### src/rtl/pipo_pkg.sv
// rtl/pipo_pkg.sv - shared sizing helpers for the multiplier-path PIPO buffers
// Contents:
//   is_pow2(n) : 1 when n is a power of two and at least 2 (legal DEPTH)
//   ptr_w(n)   : pointer width for an n-entry buffer
//   cnt_w(n)   : occupancy counter width for an n-entry buffer (holds 0..n)
package pipo_pkg;

  function automatic bit is_pow2(int n);
    return (n >= 2) && ((n & (n - 1)) == 0);
  endfunction

  function automatic int ptr_w(int n);
    return $clog2(n);
  endfunction

  // One extra bit so a full buffer (count == n) is distinguishable from empty.
  function automatic int cnt_w(int n);
    return $clog2(n) + 1;
  endfunction

endpackage

### src/rtl/pipo_ptr.sv
// rtl/pipo_ptr.sv - wrapping buffer pointer with synchronous clear and increment enable
// Ports:
//   clk   : clock
//   reset : synchronous active-high reset, pointer to 0
//   clear : synchronous clear, pointer to 0 (wins over inc)
//   inc   : advance pointer by one, wrapping modulo 2**ADDR_W
//   ptr   : current pointer value
module pipo_ptr #(
  parameter int ADDR_W = 2
) (
  input  logic              clk,
  input  logic              reset,
  input  logic              clear,
  input  logic              inc,
  output logic [ADDR_W-1:0] ptr
);

  // DEPTH is a power of two, so natural binary overflow is the wrap.
  always_ff @(posedge clk) begin
    if (reset || clear) begin
      ptr <= '0;
    end else if (inc) begin
      ptr <= ptr + ADDR_W'(1);
    end
  end

endmodule

### src/rtl/pipo_buffer.sv
// rtl/pipo_buffer.sv - first-word-fall-through PIPO buffer with done pulse, flush, count and overflow
// Ports:
//   clk, reset          : clock, synchronous active-high reset
//   flush               : synchronous clear of contents (overflow kept if re-triggered)
//   in_data/in_valid    : write word and request (legacy start)
//   in_ready            : space available; depends on registered count only
//   out_data/out_valid  : head word and its qualifier
//   out_ready           : consumer takes head word
//   count               : stored words, 0..DEPTH
//   done                : one-cycle pulse after each accepted write
//   overflow            : sticky, a write was attempted while full
module pipo_buffer
  import pipo_pkg::*;
#(
  parameter  int WIDTH  = 32,
  parameter  int DEPTH  = 4,
  localparam int ADDR_W = ptr_w(DEPTH)
) (
  input  logic              clk,
  input  logic              reset,
  input  logic              flush,
  input  logic [WIDTH-1:0]  in_data,
  input  logic              in_valid,
  output logic              in_ready,
  output logic [WIDTH-1:0]  out_data,
  output logic              out_valid,
  input  logic              out_ready,
  output logic [ADDR_W:0]   count,
  output logic              done,
  output logic              overflow
);

  generate
    if (!is_pow2(DEPTH)) begin : g_bad_depth
      $error("pipo_buffer: DEPTH must be a power of two and >= 2");
    end
  endgenerate

  localparam logic [ADDR_W:0] FULL_CNT = (ADDR_W + 1)'(DEPTH);

  logic [WIDTH-1:0]  mem [DEPTH];
  logic [ADDR_W-1:0] wr_ptr;
  logic [ADDR_W-1:0] rd_ptr;
  logic              full;
  logic              wr_fire;
  logic              rd_fire;
  logic              wr_go;
  logic              rd_go;
  logic              ovf_cond;

  // Handshake qualifiers come from registered count only, so there is no
  // in_valid->out_valid or out_ready->in_ready combinational path.
  assign full      = (count == FULL_CNT);
  assign in_ready  = !full;
  assign out_valid = (count != '0);
  assign out_data  = mem[rd_ptr];

  assign wr_fire  = in_valid && in_ready;
  assign rd_fire  = out_valid && out_ready;
  assign ovf_cond = in_valid && full;

  // Traffic in a flush cycle is discarded.
  assign wr_go = wr_fire && !flush;
  assign rd_go = rd_fire && !flush;

  pipo_ptr #(.ADDR_W(ADDR_W)) u_wr_ptr (
    .clk   (clk),
    .reset (reset),
    .clear (flush),
    .inc   (wr_go),
    .ptr   (wr_ptr)
  );

  pipo_ptr #(.ADDR_W(ADDR_W)) u_rd_ptr (
    .clk   (clk),
    .reset (reset),
    .clear (flush),
    .inc   (rd_go),
    .ptr   (rd_ptr)
  );

  // Storage is deliberately not reset; out_data is only meaningful with out_valid.
  always_ff @(posedge clk) begin
    if (wr_go && !reset) begin
      mem[wr_ptr] <= in_data;
    end
  end

  always_ff @(posedge clk) begin
    if (reset || flush) begin
      count <= '0;
    end else begin
      case ({wr_fire, rd_fire})
        2'b10:   count <= count + 1'b1;
        2'b01:   count <= count - 1'b1;
        default: count <= count;
      endcase
    end
  end

  always_ff @(posedge clk) begin
    if (reset || flush) begin
      done <= 1'b0;
    end else begin
      done <= wr_fire;
    end
  end

  // A flush clears the sticky flag unless a write hits a full buffer in the
  // very same cycle.
  always_ff @(posedge clk) begin
    if (reset) begin
      overflow <= 1'b0;
    end else if (flush) begin
      overflow <= ovf_cond;
    end else begin
      overflow <= overflow || ovf_cond;
    end
  end

endmodule

### config.mk
export PLATFORM = sky130hd
export DESIGN_NAME = pipo_buffer
export DESIGN_NICKNAME = d
export VERILOG_FILES = /design/src/rtl/pipo_pkg.sv /design/src/rtl/pipo_ptr.sv /design/src/rtl/pipo_buffer.sv
export SDC_FILE = /design/constraint.sdc
export NUM_CORES = 1
export LEC_CHECK = 0
export CORE_ASPECT_RATIO = 0.5
export CORE_UTILIZATION = 60
export CTS_BUF_LIST = sky130_fd_sc_hd__clkbuf_8
export DETAILED_ROUTE_END_ITERATION = 10
export PLACE_DENSITY = 0.95
export SYNTH_ARGS = -nofsm -noshare
export SYNTH_HDL_FRONTEND = slang
export SYNTH_HIERARCHICAL = 1
export SYNTH_SLANG_ARGS = --single-unit
### constraint.sdc
create_clock -name clk -period 10.9 [get_ports clk]
set_input_delay 2.18 -clock clk [delete_from_list [all_inputs] [get_ports clk]]
set_output_delay 2.18 -clock clk [all_outputs]
set_load 0.01 [all_outputs]
==> results.txt <==
pin count of the biggest net entering global routing: 35
Syn Inst Count: 217
WS Path Type: reg2out
DR pass1 iterations: 4
crit path DAT: 2.71 ns
routability cong.: 0.857
dpl cells: 402
first-pass GRT wire length: 14.3 mm
worst slew pin tran: 1.05 ns
relative slew slack: 0.298
cts hold-fix bufs: 0
H-tree Lvls: 4
IO Pins: 76
Yosys reg bits: 137
synth top area cells: edfxtp_1 75%, mux4_2 13%, dfxtp_1 3.5%, buf_12 1.2%, mux4_1 1.0%
Max Cap Viol: 0
I/O Buffers: 75
Hold Slack: 0.593 ns
RSZ-0062 raised after global routing: no
Synth cell types: 28
clock root buffer: clkbuf_8
HPWL after detailed placement: 6.09 mm
area grow syn2layout: 24.3%
Peak VDD IR: 0.0000920 V
total track usage: 0.234
setup violators final: 0
Leak: 2.00 nW
effective utilization at floorplan: 0.629
Syn Area/Cell: 23.6 µm²
post-route insts no fill: 434
type of the most critical hold path: reg2reg
Pins Over Slew Limit: 0
Mapped Area: 5120 µm²
yosys warns: 6
Routed WL per cell: 21.8 µm
Synth top area share: 0.750
vias in the first global route: 2622
Fin. Hold Viols: 0
syn_nets: 256
TritonCTS clock tree: built
DRT iter0 DRCs: 178
Worst-path clk slew: 0.07 ns
total wire length: 9.45 mm
antenna cell count: 0
reg-to-reg setup timing slack: 8.43 ns
worst-path fanout max: 23
vias: 2476
status: completed
clock skew: 0.00863 ns
Avg Vias per Cell: 5.71
post-CTS setup repair buffer count: 0
layout cells sized above 1: 0.233
number of buffers created by CTS: 17
Cell Pwr Density: 160 nW/µm²
Die H: 67.3 µm
die width: 133 µm
Final period util: 0.449
initial antenna violation count: 0
critical path capture point type: primary output
sequential-to-total area share from yosys stat: 0.785
worst path required time: 8.72 ns
Fillers: 365
die area: 8940 µm²
deepest clock path buffer count: 2
Max Fclk: 0.205 GHz
num rows: 23
Detail Route Antenna Nets: 0
min Tclk post-route: 4.89 ns
area leader, netlist: edfxtp_1
clock insertion delay at the later pin of the skew report: 0.42 ns
clock sinks: 137
startpoint types: flip-flop
cts repair resizes: 0
Residual DRC: 0
Core ar.: 8140 µm²
Final Net Count: 348
remaining global-route overflow: 0
setup_tns: 0 ns
sequential cells by signal, indices dropped and copies added (netlist names):
signal,cells
count,3
done,1
mem,128
overflow,1
u_rd_ptr/ptr,2
u_wr_ptr/ptr,2
kinds of logic after synthesis:
family	synth area share
multiplexers	0.142
adder cells (fa/ha/maj)	0.00635
XOR/XNOR	0.00684
AND/OR/NAND/NOR	0.0256
AO/OA/AOI/OAI	0.0139
buffers and inverters	0.0198
flip-flops	0.785
layout by cell type (no fill, tap or decap), types with 2 or more instances in the layout:
cell             netlist  final
edfxtp_1             128    128
clkdlybuf4s50_1        0     75
mux4_2                30     30
clkbuf_8               0     18
dfxtp_1                9      7
inv_1                  4      5
clkinv_2               0      5
buf_4                  0      5
nor2_1                 5      4
nor3_1                 5      4
clkinvlp_4             0      3
nand2_1                2      2
nor3b_2                0      2
mux4_1                 2      2
or3_1                  2      2
nor2b_1                2      2
xor2_1                 2      2
clkinv_4               0      2
bufinv_16              0      2
xnor2_1                2      2
a21bo_1                2      2
nand3b_1               2      2
a211oi_2               2      2
dfxtp_2                0      2
per-layer routing:
| metal | GRT usage | routed length, µm | vias up |
|---|---|---|---|
| li1 | - | - | 1096 |
| met1 | 0.285 | 3750 | 1250 |
| met2 | 0.399 | 4940 | 109 |
| met3 | 0.0616 | 550 | 21 |
| met4 | 0.125 | 208 | 0 |
| met5 | 0 | 0 | - |
final timing paths:
kind | startpoint | endpoint | cells past startpoint
max reg2reg | count[2]$_SDFFE_PP0P_ | mem[1][7]$_DFFE_PP_ | 4
min | count[0]$_SDFFE_PP0P_ | count[0]$_SDFFE_PP0P_ | 2
max | u_rd_ptr/ptr[0]$_SDFFE_PP0P_ | out_data[31] | 3
min reg2reg | count[0]$_SDFFE_PP0P_ | count[0]$_SDFFE_PP0P_ | 2
per-stage QoR:
| stage | util | setup slack [ns] | area (µm²) | power, mW |
|---|---|---|---|---|
| floorplan | - | 5.57 | 5120 | 0.610 |
| global placement | 0.736 | 6.16 | 5990 | 0.639 |
| detailed placement | 0.736 | 5.98 | 5990 | 0.641 |
| CTS | 0.782 | 5.94 | 6370 | 1.03 |
| global route | 0.782 | 5.85 | 6370 | 1.05 |
| finish | 0.782 | 6.01 | 6370 | 1.02 |
critical path: stages, from the launching register on:
cell and delay [ns]:
dfxtp_2 0.62, buf_4 0.48, mux4_1 0.67, clkdlybuf4s50_1 0.51
Yosys cell counts:
cell type and n:
buf_12 3, and2_1 1, nand2_1 2, nand3_2 1, a21boi_0 1, buf_2 3
edfxtp_1 128, dfxtp_1 9, or3b_2 1, or3_1 2, nor2b_1 2, xnor2_1 2
nor3_1 5, a211oi_2 2, xor2_1 2, nor2_1 5, mux4_1 2, nor3b_1 2
a21oi_1 1, a41oi_1 1, inv_1 4, buf_6 1, fa_1 1, a21bo_1 2
ha_1 1, nand3b_1 2, mux4_2 30, o21ai_0 1
power breakdown:
group	internal, mW	switching (mW)	total [mW]	leakage, nW
clock	0.206	0.184	0.390	0.193
combinational	0.0271	0.0209	0.0480	0.576
sequential	0.580	0.00246	0.582	1.23
area by class of cell:
type / instances / area [µm²] / share of cell area
Inverter: 4 / 15.0 / 0.00236
Clock inverter: 14 / 133 / 0.0208
Tap cell: 112 / 140 / 0.0220
Clock buffer: 18 / 248 / 0.0389
Timing Repair Buffer: 80 / 788 / 0.124
Sequential cell: 137 / 4030 / 0.632
Multi-Input combinational cell: 69 / 1020 / 0.160
No activity file was read; power rests on OpenSTA's default activity.
